File: config.mk
export PLATFORM = sky130hd
export DESIGN_NAME = npu_host_seq
export DESIGN_NICKNAME = d
export VERILOG_FILES = /design/src/rtl/npu_host_seq.sv
export SDC_FILE = /design/constraint.sdc
export NUM_CORES = 1
export LEC_CHECK = 0
export CAP_MARGIN = 30
export CORE_ASPECT_RATIO = 1.4
export CORE_MARGIN = 2
export CORE_UTILIZATION = 43
export DETAILED_ROUTE_END_ITERATION = 7
export PLACE_DENSITY_LB_ADDON = 0.25
export SYNTH_ARGS = -nofsm -noshare
export SYNTH_HDL_FRONTEND = slang
export SYNTH_SLANG_ARGS = --single-unit
File: constraint.sdc
create_clock -name clk -period 5.4 [get_ports clk]
set_input_delay 0.54 -clock clk [delete_from_list [all_inputs] [get_ports clk]]
set_output_delay 0.54 -clock clk [all_outputs]
set_load 0.05 [all_outputs]
File: src/rtl/npu_host_seq.sv
// npu_host_seq
// Bus-initiator sequencer for the NPU's 32-bit memory-mapped host port.
// For every output pixel it writes K_W weight columns and K_W image columns
// taken from the source stream, fires the trigger, polls the valid flag,
// reads the result and forwards it on the result stream.
//
// Optional feature: define NPU_HOST_SEQ_POLL_TIMEOUT_EN to compile in the
// poll counter. After POLL_MAX consecutive "not valid" reads the sequencer
// sets err, abandons the remaining pixels and finishes (no next-state write).
//
// Ports
//   clk, rst                 clock, asynchronous active-high reset
//   start_i                  start pulse, accepted only when idle
//   num_pix_i                pixel count, sampled on start (0 = none)
//   adv_stage_i              sampled on start; issue next-state write at end
//   busy_o / done_o / err_o  status: not idle / completion pulse / timeout
//   s_valid_i/s_ready_o/s_data_i    source stream (three packed 8-bit lanes)
//   m_valid_o/m_ready_i/m_data_o    result stream
//   npu_ena_o/npu_wea_o/npu_addra_o/npu_dina_o/npu_douta_i   NPU host port
module npu_host_seq #(
    parameter int K_W      = 3,
    parameter int POLL_MAX = 64
) (
    input  logic        clk,
    input  logic        rst,
    input  logic        start_i,
    input  logic [15:0] num_pix_i,
    input  logic        adv_stage_i,
    output logic        busy_o,
    output logic        done_o,
    output logic        err_o,
    input  logic        s_valid_i,
    output logic        s_ready_o,
    input  logic [23:0] s_data_i,
    output logic        m_valid_o,
    input  logic        m_ready_i,
    output logic [31:0] m_data_o,
    output logic        npu_ena_o,
    output logic        npu_wea_o,
    output logic [15:0] npu_addra_o,
    output logic [31:0] npu_dina_o,
    input  logic [31:0] npu_douta_i
);
    localparam int            BW        = (K_W > 1) ? $clog2(K_W) : 1;
    localparam logic [BW-1:0] BEAT_LAST = BW'(K_W - 1);

    localparam logic [2:0] SEL_IMG = 3'b001;
    localparam logic [2:0] SEL_WGT = 3'b010;
    localparam logic [2:0] SEL_CTL = 3'b100;
    localparam logic [2:0] SEL_RES = 3'b110;
    localparam logic [2:0] SEL_VLD = 3'b111;

    // Control word: [0] trigger, [1] next-state, [5:2] clears
    localparam logic [31:0] CTL_CLEAR = 32'h0000_003C;
    localparam logic [31:0] CTL_TRIG  = 32'h0000_0001;
    localparam logic [31:0] CTL_NEXT  = 32'h0000_0002;

    typedef enum logic [3:0] {
        IDLE, CLR, LD_W, LD_IMG, TRIG, POLL_REQ, POLL_WAIT,
        RD_REQ, RD_WAIT, OUT, ADV, DONE
    } state_t;

    state_t        state_q;
    logic [BW-1:0] beat_q;
    logic [15:0]   pix_q;
    logic          adv_q;
    logic          m_valid_q;
    logic [31:0]   m_data_q;
    logic [2:0]    sel_d;
    logic          poll_expire_d;

`ifdef NPU_HOST_SEQ_POLL_TIMEOUT_EN
    localparam int            PW        = (POLL_MAX > 1) ? $clog2(POLL_MAX) : 1;
    localparam logic [PW-1:0] POLL_LAST = PW'(POLL_MAX - 1);

    logic [PW-1:0] poll_q;
    logic          err_q;

    // This read is the POLL_MAX-th consecutive "not valid" answer
    assign poll_expire_d = !npu_douta_i[0] && (poll_q == POLL_LAST);

    always_ff @(posedge clk or posedge rst) begin
        if (rst) begin
            poll_q <= '0;
            err_q  <= 1'b0;
        end else begin
            if (state_q == IDLE && start_i) begin
                err_q <= 1'b0;
            end else if (state_q == POLL_WAIT && poll_expire_d) begin
                err_q <= 1'b1;
            end
            if (state_q == TRIG) begin
                poll_q <= '0;
            end else if (state_q == POLL_WAIT && !npu_douta_i[0]) begin
                poll_q <= poll_q + 1'b1;
            end
        end
    end

    assign err_o = err_q;
`else
    // Polling is unbounded in this build; POLL_MAX has no effect.
    logic unused_poll_max;
    assign unused_poll_max = (POLL_MAX > 0);
    assign poll_expire_d   = 1'b0;
    assign err_o           = 1'b0;
`endif

    always_ff @(posedge clk or posedge rst) begin
        if (rst) begin
            state_q   <= IDLE;
            beat_q    <= '0;
            pix_q     <= '0;
            adv_q     <= 1'b0;
            m_valid_q <= 1'b0;
            m_data_q  <= '0;
        end else begin
            case (state_q)
                IDLE: if (start_i) begin
                    pix_q   <= num_pix_i;
                    adv_q   <= adv_stage_i;
                    beat_q  <= '0;
                    state_q <= CLR;
                end
                CLR: begin
                    if (pix_q != 16'd0) state_q <= LD_W;
                    else if (adv_q)     state_q <= ADV;
                    else                state_q <= DONE;
                end
                LD_W: if (s_valid_i) begin
                    if (beat_q == BEAT_LAST) begin
                        beat_q  <= '0;
                        state_q <= LD_IMG;
                    end else begin
                        beat_q <= beat_q + 1'b1;
                    end
                end
                LD_IMG: if (s_valid_i) begin
                    if (beat_q == BEAT_LAST) begin
                        beat_q  <= '0;
                        state_q <= TRIG;
                    end else begin
                        beat_q <= beat_q + 1'b1;
                    end
                end
                TRIG:     state_q <= POLL_REQ;
                POLL_REQ: state_q <= POLL_WAIT;
                // npu_douta_i holds the answer to last cycle's valid read
                POLL_WAIT: begin
                    if (npu_douta_i[0])     state_q <= RD_REQ;
                    else if (poll_expire_d) state_q <= DONE;
                    else                    state_q <= POLL_REQ;
                end
                RD_REQ: state_q <= RD_WAIT;
                RD_WAIT: begin
                    m_data_q  <= npu_douta_i;
                    m_valid_q <= 1'b1;
                    state_q   <= OUT;
                end
                OUT: if (m_ready_i) begin
                    m_valid_q <= 1'b0;
                    pix_q     <= pix_q - 16'd1;
                    if (pix_q != 16'd1) state_q <= LD_W;
                    else if (adv_q)     state_q <= ADV;
                    else                state_q <= DONE;
                end
                ADV:     state_q <= DONE;
                DONE:    state_q <= IDLE;
                default: state_q <= IDLE;
            endcase
        end
    end

    // Bus decode; load cycles only issue a write on an accepted source beat
    always_comb begin
        npu_ena_o  = 1'b0;
        npu_wea_o  = 1'b0;
        sel_d      = 3'b000;
        npu_dina_o = '0;
        case (state_q)
            CLR: begin
                npu_ena_o = 1'b1; npu_wea_o = 1'b1; sel_d = SEL_CTL; npu_dina_o = CTL_CLEAR;
            end
            LD_W: if (s_valid_i) begin
                npu_ena_o = 1'b1; npu_wea_o = 1'b1; sel_d = SEL_WGT; npu_dina_o = {8'h00, s_data_i};
            end
            LD_IMG: if (s_valid_i) begin
                npu_ena_o = 1'b1; npu_wea_o = 1'b1; sel_d = SEL_IMG; npu_dina_o = {8'h00, s_data_i};
            end
            TRIG: begin
                npu_ena_o = 1'b1; npu_wea_o = 1'b1; sel_d = SEL_CTL; npu_dina_o = CTL_TRIG;
            end
            POLL_REQ: begin
                npu_ena_o = 1'b1; sel_d = SEL_VLD;
            end
            RD_REQ: begin
                npu_ena_o = 1'b1; sel_d = SEL_RES;
            end
            ADV: begin
                npu_ena_o = 1'b1; npu_wea_o = 1'b1; sel_d = SEL_CTL; npu_dina_o = CTL_NEXT;
            end
            default: ;
        endcase
    end

    assign npu_addra_o = {1'b0, sel_d, 12'h000};
    assign s_ready_o   = (state_q == LD_W) || (state_q == LD_IMG);
    assign busy_o      = (state_q != IDLE);
    assign done_o      = (state_q == DONE);
    assign m_valid_o   = m_valid_q;
    assign m_data_o    = m_data_q;

endmodule
==> results.txt, run 1 <==
The run finished with clean final reports. The I/O pin count came out at 165. The maximum net fanout on the critical path came out at 26. The clock tree synthesis step divided the H-tree into 2 levels. The setup clock skew after layout is 0.0103 ns. The remaining max-slew budget at the tightest pin came out at 42.0%. The remaining global-route overflow is 0. For this run, the leading register cell type out of synthesis is sky130_fd_sc_hd__dfrtp_1. Of the available clock period, the critical path in the final layout requires 60.4%. The detail-routed via count per cell is 5.31. The number of buffers inserted for hold repair after clock tree synthesis is 0. The count of pins over their slew limit is 0.

The net total in the final layout came out at 541. The congestion estimate from routability-driven global placement came to 0.816. The via count came out at 2955. The maximum clock frequency came out at 307 MHz.

The design area came out at 4690 um2. The count of buffers added on input and output ports is 142. The ratio of cells with drive above 1 in the final layout came out at 11.5%. The repair_antennas step left the layout with diodes totalling 0.

The final antenna-violating net count came out at 0. The worst setup path is launched from a register. Setup repair after global routing left no endpoint under its margin. The leakage power figure came out at 1.92 nW.

The number of violations reported at the end of detailed-routing iteration 0 came out at 95. Row generation in the floorplan step produced 37 rows. The initial antenna violation count came out at 0. The via count of the first global-routing pass came out at 2867. In the synthesized netlist, the number of instances is 330. TritonCTS built the clock tree.

The average detailed-routed wire length per instance came out at 14.4 um. The sequential fraction of the synthesis area came out at 43.7%. The average size of a mapped cell is 9.71 um2. The final number of hold-violating endpoints is 0. Of all flip-flops after synthesis, the portion carrying an async set or reset was 100%. The endpoint kind of the worst setup timing path is a primary output.

The number of endpoints failing setup at the final stage came out at 0. The maximum VDD drop is 0.000479 V. The growth of design area from synthesis to finish is 46.5%. The total number of yosys warnings is 0.

The cell area after synthesis is 3200 um2. The critical path is of the register to primary output type. The number of remaining DRC errors came out at 0. The HPWL reported at the end of detailed placement came out at 6.08 mm.

The number of flops mapped to enable cells by yosys came out at 0. The maximum number of pins on one net before global-route repair came out at 57. The flip-flop and latch count after synthesis is 56. The transition time at the pin with the least slew margin is 0.865 ns.

The global-route usage over all layers came out at 19.8%. The floorplan step set the die height to 106 um. The synthesized netlist contains 50 unique library cells. After detailed placement, the total cell area comes to 4610 um2. The clock passes through at most 2 buffers. After clock tree synthesis, the clock-pin slew on the worst setup and hold paths is 0.10 ns. The area of the core came out at 7270 um2. For the worst setup path, the data arrival time is 2.72 ns.

The count of max-cap constraint violations came out at 0. The first global-routing pass estimated 13.2 mm of wire. The buffer count from post-CTS setup fixing is 0. The initial cell density of the core came out at 44.1%.

The shortest period the worst path allows came out at 3.26 ns. The total power density per cell area is 592 nW/um2. The root buffer cell is sky130_fd_sc_hd__clkbuf_8. The first-pass detailed-route iteration total is 4. The setup slack after layout is 2.14 ns. The min-delay analysis places its worst path in the category register to register.

The number of buffers created by CTS came out at 5. STA puts the critical path data required time at 4.86 ns. The die span in x came out at 77.0 um.

The floorplan die area is 8170 um2. The clock insertion delay at the later pin of the skew report is 0.31 ns. Timing analysis after detailed placement gives a worst setup slack of 2.18 ns. The routed design has 8.03 mm of wire. The number of instances resized during post-cts repair is 0. The TritonCTS sink count came out at 56. The fill cell instance count of the final layout came out at 616. After layout, the design draws a total of 2.78 mW. The sum of negative setup slack is 0 ns.
## cell usage in the layout (no fill, tap or decap), types with 6 or more instances in the layout
master / synthesis / routed
sky130_fd_sc_hd__nand2b_1: 7 / 7
sky130_fd_sc_hd__o21ai_0: 22 / 22
sky130_fd_sc_hd__a21o_1: 6 / 6
sky130_fd_sc_hd__nor4_1: 8 / 8
sky130_fd_sc_hd__dfrtp_1: 56 / 56
sky130_fd_sc_hd__nand2_1: 12 / 12
sky130_fd_sc_hd__clkdlybuf4s50_1: 0 / 142
sky130_fd_sc_hd__and2_1: 19 / 19
sky130_fd_sc_hd__conb_1: 1 / 22
sky130_fd_sc_hd__mux2_2: 35 / 35
sky130_fd_sc_hd__nor2_1: 20 / 20
sky130_fd_sc_hd__a21oi_1: 24 / 24
sky130_fd_sc_hd__nor3_1: 8 / 7
## where the power goes
group          leakage (nW)  internal [mW]  total, mW  switching [mW]
Combinational          1.20          0.654       1.74            1.09
Sequential            0.688          0.613      0.810           0.197
Clock                0.0400         0.0883      0.223           0.135
## through the flow
step	utilization, %	hold slack [ns]	cells
detailed placement	63.5	0.485	550
floorplan	-	0.473	351
global placement	63.3	0.458	549
global route	64.6	0.527	557
finish	64.6	0.504	557
CTS	64.6	0.509	557
## logic make-up after synthesis
kind of cell / Yosys count / share of synthesized area [%]
simple gates: 101 / 17.9
compound gates: 82 / 15.8
flops: 56 / 43.7
buf+inv: 51 / 8.71
mux: 35 / 12.3
fa+ha+maj: 3 / 1.17
other cells: 1 / 0.117
xor+xnor: 1 / 0.273
## worst paths after layout
path                       slack [ns]  startpoint       endpoint  cells after the start
max in group asynchronous        4.19         rst    m_data_o[8]                      3
min in group asynchronous        0.75         rst       pix_q[2]                      3
max                              2.14  state_q[0]  npu_dina_o[4]                      3
min reg2reg                      0.50   m_valid_o      m_valid_o                      1
max reg2reg                      2.41  state_q[3]      pix_q[13]                      4
min                              0.50   m_valid_o      m_valid_o                      1
## worst max-delay path, cell delays in order, from the launching register on
cell,delay (ns)
sky130_fd_sc_hd__dfrtp_1,0.80
sky130_fd_sc_hd__nor4b_1,0.66
sky130_fd_sc_hd__a21o_1,0.14
sky130_fd_sc_hd__clkdlybuf4s50_1,0.80
## area by class of cell
cell class	count	area [um2]	share of cell area (%)
clock inverters	2	12.5	0.267
flip-flops and latches	56	1400	29.9
well taps	97	121	2.59
multi-input cells	244	1610	34.3
inverters	6	22.5	0.480
clock buffers	5	68.8	1.47
repair buffers	147	1460	31.1
## flip-flops by register name (all words and copies together) (netlist names)
register   count
adv_q          1
beat_q         2
m_data_o      32
m_valid_o      1
pix_q         16
state_q        4
## synthesized netlist by cell type (4+ instances only)
cell type | count | area (um2)
sky130_fd_sc_hd__a21o_1 | 6 | 45.0
sky130_fd_sc_hd__o21ai_0 | 22 | 110
sky130_fd_sc_hd__o22a_1 | 4 | 35.0
sky130_fd_sc_hd__a21oi_1 | 24 | 120
sky130_fd_sc_hd__buf_2 | 4 | 20.0
sky130_fd_sc_hd__a31oi_1 | 4 | 25.0
sky130_fd_sc_hd__nor2_1 | 20 | 75.1
sky130_fd_sc_hd__nand2b_1 | 7 | 43.8
sky130_fd_sc_hd__dfrtp_1 | 56 | 1400
sky130_fd_sc_hd__nor3_1 | 8 | 40.0
sky130_fd_sc_hd__buf_4 | 22 | 165
sky130_fd_sc_hd__nor4_1 | 8 | 50.1
sky130_fd_sc_hd__nand3_1 | 5 | 25.0
sky130_fd_sc_hd__o22ai_1 | 4 | 25.0
sky130_fd_sc_hd__inv_1 | 6 | 22.5
sky130_fd_sc_hd__clkbuf_1 | 17 | 63.8
sky130_fd_sc_hd__mux2_2 | 35 | 394
sky130_fd_sc_hd__nand2_1 | 12 | 45.0
sky130_fd_sc_hd__and2_1 | 19 | 119
## layer usage
layer  share of wire (%)  wire length, um  GRT usage, %  up-vias
met5                   0                0             0        -
met4                 1.6              126          7.27        0
met3                 7.9              630          4.58       12
met2                  49             3960          34.1      155
met1                  41             3310          24.2     1391
li1                    -                -             -     1397
(Power assumes the default switching activity.)
==> inputs of run 2 (changes only) <==
--- a/config.mk
+++ b/config.mk
@@ -8,7 +8,7 @@
 export CAP_MARGIN = 30
 export CORE_ASPECT_RATIO = 1.4
 export CORE_MARGIN = 2
-export CORE_UTILIZATION = 43
+export CORE_UTILIZATION = 36
 export DETAILED_ROUTE_END_ITERATION = 7
 export PLACE_DENSITY_LB_ADDON = 0.25
 export SYNTH_ARGS = -nofsm -noshare
==> constraint.sdc (replaced) <==
create_clock -name clk -period 2.7 [get_ports clk]
set_input_delay 0.27 -clock clk [delete_from_list [all_inputs] [get_ports clk]]
set_output_delay 0.27 -clock clk [all_outputs]
set_load 0.05 [all_outputs]
==> results.txt, run 2 (same netlist as run 1, synthesis figures left out) <==
The flow ran to the end, and the final reports show no timing, DRC or antenna violations. The final antenna-violating net count came out at 0 (unchanged). The internal cell power came out at 3.07 mW (+130%). The row count came out at 40 (+8.1%). The remaining max-slew budget at the tightest pin is 52.2% (+10 points). The buffers plus inverters on the worst setup path came out at 1 (unchanged). The worst register-to-register path ends at pix_q[11]. The transition time at the pin with the least slew margin is 0.707 ns (-0.158 ns).

The detail-routed via count per cell is 5.25 (-0.97%). On the critical path, the stage with the largest delay is an instance of sky130_fd_sc_hd__clkdlybuf4s50_1. The highest cell delay on the worst timing path came out at 0.81 ns (about the same).

The clock insertion delay at the later pin of the skew report is 0.29 ns (-0.02 ns). The die span in x is 83.7 um (+8.8%). The maximum net fanout on the critical path came out at 16 (-38%).

The library cell used most frequently in the layout, excluding fill and tap cells, is sky130_fd_sc_hd__clkdlybuf4s50_1. The logic depth of the worst register-to-register path is 4 (unchanged). The count of buffers inserted at the top-level ports came out at 142 (unchanged). The proportion of total power due to net switching is 48.9% (-2.3 points). The worst setup path is captured at a primary output. The average detailed-routed wire length per instance is 15.0 um (+3.9%).

The setup clock skew after layout came out at 0.00628 ns (-0.00399 ns). The floorplan die area is 9680 um2 (+19%). The path class of the tightest hold or removal check is register to register. The number of buffers inserted for hold repair after clock tree synthesis came out at 0 (unchanged). The wire length of the first global-routing pass came out at 14.0 mm (+6.3%).

The final number of hold-violating endpoints came out at 0 (unchanged). In this run the most critical hold path is launched from m_valid_o. The fill cell instance count of the final layout came out at 762 (+24%).

The remaining global-route overflow was 0 (unchanged). The growth of design area from synthesis to finish is 56.5%. The HPWL reported at the end of detailed placement is 6.65 mm (+9.3%). The number of cells traversed by the worst hold path is 1 (unchanged).

The leakage power figure came out at 2.09 nW (+8.7%). The routed design could run at a clock period as short as 2.51 ns. The buffer count from post-CTS setup fixing is 0 (unchanged). The via count of the first global-routing pass is 3037 (+5.9%). The net total in the final layout came out at 546 (+0.92%). The total routed wirelength came out at 8.55 mm (+6.6%). The global-route usage over all layers is 17.9% (-2.0 points). Setup repair after global routing left no endpoint under its margin. The sum of negative setup slack is 0 ns (unchanged). The initial antenna violation count was 0 (unchanged). The CTS H-tree depth is 2 (unchanged).

The startpoint-to-endpoint class of the critical path is register to primary output. The ratio of cells with drive above 1 in the final layout was 18.0% (+6.5 points). Traced cell by cell, the critical path runs through mux2_2, nor2_1, clkdlybuf4s50_1. The maximum buffer depth of the clock tree came out at 2 (unchanged).

The part of the power in combinational logic came to 62.7% (about the same). The storage element area came out at 1400 um2 (unchanged). The total area of multi-input combinational cells came out at 1610 um2 (unchanged). The area of the core is 8610 um2 (+18%).

The I/O pin count is 165 (unchanged). The placed cell area is 4870 um2 (+5.6%). In the layout the commonest cells are sky130_fd_sc_hd__clkdlybuf4s50_1 (116), sky130_fd_sc_hd__dfrtp_1 (56), sky130_fd_sc_hd__mux2_2 (35). In this run the clock root is driven by a sky130_fd_sc_hd__clkbuf_16.

The sequential power share is 26.7% (-2.5 points). TritonCTS built the clock tree. The count of max-cap constraint violations is 0 (unchanged). The minimum setup slack among reg-to-reg paths is 0.49 ns (-1.92 ns). The TritonCTS sink count came out at 56 (unchanged).

The routability congestion estimate came out at 0.775 (-5.0%). The cell family contributing the most delay on the critical path is buffers and inverters. STA classifies the critical path startpoint as a register.

The part of the total power dissipated in the clock network came out at 10.6% (+2.6 points). The number of endpoints failing setup at the final stage came to 0 (unchanged). The design area came out at 5010 um2 (+6.9%). The number of instances resized during post-cts repair is 0 (unchanged).

The clock-pin transition on the worst setup and hold timing paths was 0.07 ns (-0.03 ns). The worst register-to-register path begins at pix_q[6]. The height of the die is 116 um (+8.9%). The initial cell density of the core came to 37.2% (-6.9 points).

The path with the worst hold slack has its endpoint at m_valid_o. The number of buffers created by CTS came out at 5 (unchanged). The total power density per cell area is 1200 nW/um2 (+100%).

The via count is 3000 (+1.5%). The net switching power is 2.94 mW (+110%). The fraction of the cycle the final worst path needs came out at 93.1%. The data arrival time of the critical path came out at 2.24 ns (-0.48 ns).

The first-pass detailed-route iteration total is 4 (unchanged). The maximum VDD drop is 0.000871 V (+82%). The maximum clock frequency came out at 398 MHz.

The final antenna diode count came out at 0 (unchanged). The number of remaining DRC errors came to 0 (unchanged). The required time of the critical path is 2.43 ns (-2.43 ns).

The maximum number of pins on one net before global-route repair came out at 57 (unchanged). The count of pins over their slew limit came to 0 (unchanged). The number of flip-flops under the largest register name is 32 (unchanged). The number of violations reported at the end of detailed-routing iteration 0 is 136 (+43%).
run 2: cell types whose count changed in the layout (fill, tap and decap cells not counted):
cell,change
sky130_fd_sc_hd__clkinv_4,+1
sky130_fd_sc_hd__clkbuf_1,+1
sky130_fd_sc_hd__buf_12,+22
sky130_fd_sc_hd__clkbuf_8,-5
sky130_fd_sc_hd__clkbuf_16,+5
sky130_fd_sc_hd__clkinv_2,-1
sky130_fd_sc_hd__buf_4,+9
sky130_fd_sc_hd__clkdlybuf4s50_1,-26
run 2: layout make-up:
| class | count | area share, % |
|---|---|---|
| tap | 105 | 2.62 |
| sequential | 56 | 27.9 |
| multi-input combinational | 244 | 32.1 |
| inverter | 6 | 0.449 |
| clock inverter | 2 | 0.324 |
| timing repair buffer | 152 | 34.0 |
| clock buffer | 6 | 2.57 |
run 2: through the flow:
step           power [mW]  utilization (%)  cells  hold slack (ns)  setup slack (ns)
3_5_place_dp         5.42             56.6    563            0.473             0.416
5_1_grt              6.36             58.3    571            0.525            0.0549
4_1_cts              6.08             58.3    571            0.495             0.178
3_3_place_gp         5.35             56.6    563            0.466             0.405
2_1_floorplan        4.02                -    351            0.381            0.0192
6_report             6.02             58.3    571            0.485             0.187
run 2: power by group through the flow:
stage	clock, mW	sequential, mW	combinational, mW
CTS	0.667	1.61	3.81
finish	0.639	1.60	3.77
global route	0.696	1.68	3.98
detailed placement	0	1.62	3.80
floorplan	0	2.29	1.74
global placement	0	1.59	3.76
run 2: worst max-delay path by stage:
stage,startpoint,endpoint,cells past startpoint
5_1_grt,state_q[3],npu_dina_o[1],3
3_5_place_dp,s_valid_i,npu_dina_o[1],5
2_1_floorplan,state_q[3],state_q[1],5
6_report,state_q[3],npu_dina_o[1],3
4_1_cts,state_q[3],npu_addra_o[12],4
3_3_place_gp,s_valid_i,npu_dina_o[1],5
run 2: worst register-to-register path, delay by kind of cell, from the launching register on:
family / cells / cell delay, ns
and+or+nand+nor: 2 / 1.32
AOI/OAI and AO/OA: 2 / 0.37
DFF: 1 / 0.42
run 2: layer usage:
metal / vias to the layer above / GRT usage [%] / share of wire, % / routed length (um)
li1: 1407 / - / - / -
met1: 1442 / 19.4 / 36 / 3110
met2: 139 / 32.7 / 54 / 4610
met3: 12 / 5.06 / 7.4 / 633
met4: 0 / 7.42 / 2.3 / 200
met5: - / 0 / 0 / 0
==> inputs of run 3 (changes only) <==
--- a/config.mk
+++ b/config.mk
@@ -7,7 +7,6 @@
 export LEC_CHECK = 0
 export CAP_MARGIN = 30
 export CORE_ASPECT_RATIO = 1.4
-export CORE_MARGIN = 2
 export CORE_UTILIZATION = 36
 export DETAILED_ROUTE_END_ITERATION = 7
 export PLACE_DENSITY_LB_ADDON = 0.25
==> results.txt, run 3 (same netlist as run 1, synthesis figures left out) <==
The sum of negative setup slack was 0 ns (unchanged). The remaining max-slew budget at the tightest pin is 51.9% (-0.33 points). The shortest period the worst path allows is 2.55 ns (+0.0374 ns). The path class of the tightest hold or removal check is input port to async pin. The number of remaining DRC errors is 0 (unchanged). The height of the die came out at 114 um (-1.7%).

The average detailed-routed wire length per instance came to 14.4 um (-4.1%). Leaving out fill and tap cells, the most frequent cells in the layout are sky130_fd_sc_hd__clkdlybuf4s50_1 (116), sky130_fd_sc_hd__dfrtp_1 (56), sky130_fd_sc_hd__mux2_2 (35). The area of the core came out at 8610 um2 (unchanged). The endpoint kind of the worst setup timing path is a primary output. The number of buffers created by CTS came out at 5 (unchanged). The initial antenna violation count came out at 0 (unchanged). The number of violations reported at the end of detailed-routing iteration 0 is 159 (+17%). The I/O pin count came to 165 (unchanged). The post-placement setup slack came out at 0.381 ns (-0.0349 ns).

The TritonCTS sink count came out at 56 (unchanged). The growth of design area from synthesis to finish came out at 57.0%. The critical path is of the register to primary output type. The die span in x came out at 81.7 um (-2.4%). The data arrival time of the critical path came to 2.28 ns (+0.04 ns).

The buffer count from post-CTS setup fixing is 0 (unchanged). The number of endpoints failing setup at the final stage came out at 0 (unchanged). The net total in the final layout is 545 (-0.18%).

The final number of hold-violating endpoints came out at 0 (unchanged). The clock-pin transition on the worst setup and hold timing paths is 0.07 ns (about the same). The post-layout total power came to 6.04 mW (+0.41%). The via count of the first global-routing pass is 2763 (-9.0%). The CTS H-tree depth is 2 (unchanged).

The clock insertion delay at the later pin of the skew report came to 0.30 ns (about the same). The worst flop-to-flop path startpoint is pix_q[6]. The final antenna-violating net count came out at 0 (unchanged).

The maximum buffer depth of the clock tree came to 2 (unchanged). The launch point of the worst path is state_q[0]. The ratio of cells with drive above 1 in the final layout is 18.3% (+0.25 points). The setup clock skew after layout came out at 0.00696 ns (+0.000673 ns). The transition time at the pin with the least slew margin came out at 0.722 ns (+0.0148 ns). The detail-routed via count per cell is 5.18 (-1.4%). The total power density per cell area is 1200 nW/um2 (about the same). The wire length of the first global-routing pass is 13.0 mm (-7.4%). The setup slack after layout is 0.150 ns (-0.0374 ns). Leaving out fill and tap cells, the most frequent cell in the layout is sky130_fd_sc_hd__clkdlybuf4s50_1. The run finished with clean final reports.

The fraction of the cycle the final worst path needs is 94.5% (+1.4 points). The count of buffers inserted at the top-level ports is 142 (unchanged). The maximum VDD drop was 0.000709 V (-19%). The maximum net fanout on the critical path came to 26 (+10).

The required time of the critical path came to 2.43 ns (about the same). The count of max-cap constraint violations is 0 (unchanged). The root buffer cell chosen for the clock tree is sky130_fd_sc_hd__clkbuf_16.

The number of buffers inserted for hold repair after clock tree synthesis came out at 0 (unchanged). The number of flip-flops under the largest register name is 32 (unchanged). The initial cell density of the core is 37.2% (unchanged). The routability congestion estimate came out at 0.808 (+4.3%). The HPWL reported at the end of detailed placement came out at 6.27 mm (-5.8%). The total routed wirelength came out at 8.18 mm (-4.3%).

The number of instances resized during post-cts repair is 0 (unchanged). The count of pins over their slew limit came to 0 (unchanged). Setup repair after global routing left no endpoint under its margin. The final antenna diode count is 0 (unchanged). The first-pass detailed-route iteration total is 6 (+2). TritonCTS built the clock tree.

The maximum clock frequency came out at 392 MHz (-1.5%). The remaining global-route overflow came out at 0 (unchanged). The row count came out at 40 (unchanged).

The leakage power figure came out at 2.10 nW (+0.40%). The via count came to 2953 (-1.6%). The global-route usage over all layers is 18.1% (+0.26 points).

The floorplan die area came out at 9290 um2 (-4.1%). The maximum number of pins on one net before global-route repair is 34 (-40%). STA classifies the critical path startpoint as a register.
run 3: cell count changes in the layout (fill, tap and decap cells not counted), sizes merged:
| cell | previous run | this run |
|---|---|---|
| clkinvlp | 1 | 0 |
| inv | 6 | 8 |
| buf | 36 | 35 |
| clkbuf | 6 | 5 |
run 3: worst paths after layout:
path / endpoint / slack (ns) / cells past startpoint
worst max-delay path: npu_addra_o[14] / 0.15 / 4
worst min-delay path: m_data_o[26] / 0.37 / 2
worst max register to register: pix_q[11] / 0.49 / 4
worst min register to register: m_valid_o / 0.48 / 1
max in group asynchronous: m_data_o[8] / 1.75 / 3
min in group clk: m_valid_o / 0.48 / 1
run 3: cell type report:
type,count,area [um2]
Clock inverter,3,26.3
Tap cell,105,131
Fill cell,775,3580
Multi-Input combinational cell,244,1610
Inverter,6,22.5
Clock buffer,5,125
Sequential cell,56,1400
Timing Repair Buffer,151,1710
run 3: where the power goes:
group          internal (mW)  total (mW)  switching (mW)  leakage (nW)
logic                   1.49        3.76            2.27          1.34
clock network          0.353       0.672           0.319        0.0748
registers               1.23        1.60           0.377         0.688
total                   3.07        6.04            2.97          2.10
run 3: routing by layer:
layer,part of all wire [%],global-route usage [%]
met5,0,0
met4,1.6,7.02
met3,7.1,3.52
met2,54,32.5
met1,38,20.6
run 3: per-stage QoR:
stage	hold slack, ns	cell area [um2]	util (%)	cells
floorplan	0.381	3280	-	351
global placement	0.464	4870	56.6	562
detailed placement	0.468	4870	56.6	562
CTS	0.397	5030	58.4	570
global route	0.438	5030	58.5	570
finish	0.365	5030	58.5	570
run 3: worst max-delay path, stage by stage, from the launching register on:
cell and delay [ns]:
sky130_fd_sc_hd__dfrtp_1 0.81, sky130_fd_sc_hd__nand2_1 0.11, sky130_fd_sc_hd__a21oi_1 0.18, sky130_fd_sc_hd__a21o_1 0.10
sky130_fd_sc_hd__clkdlybuf4s50_1 0.80
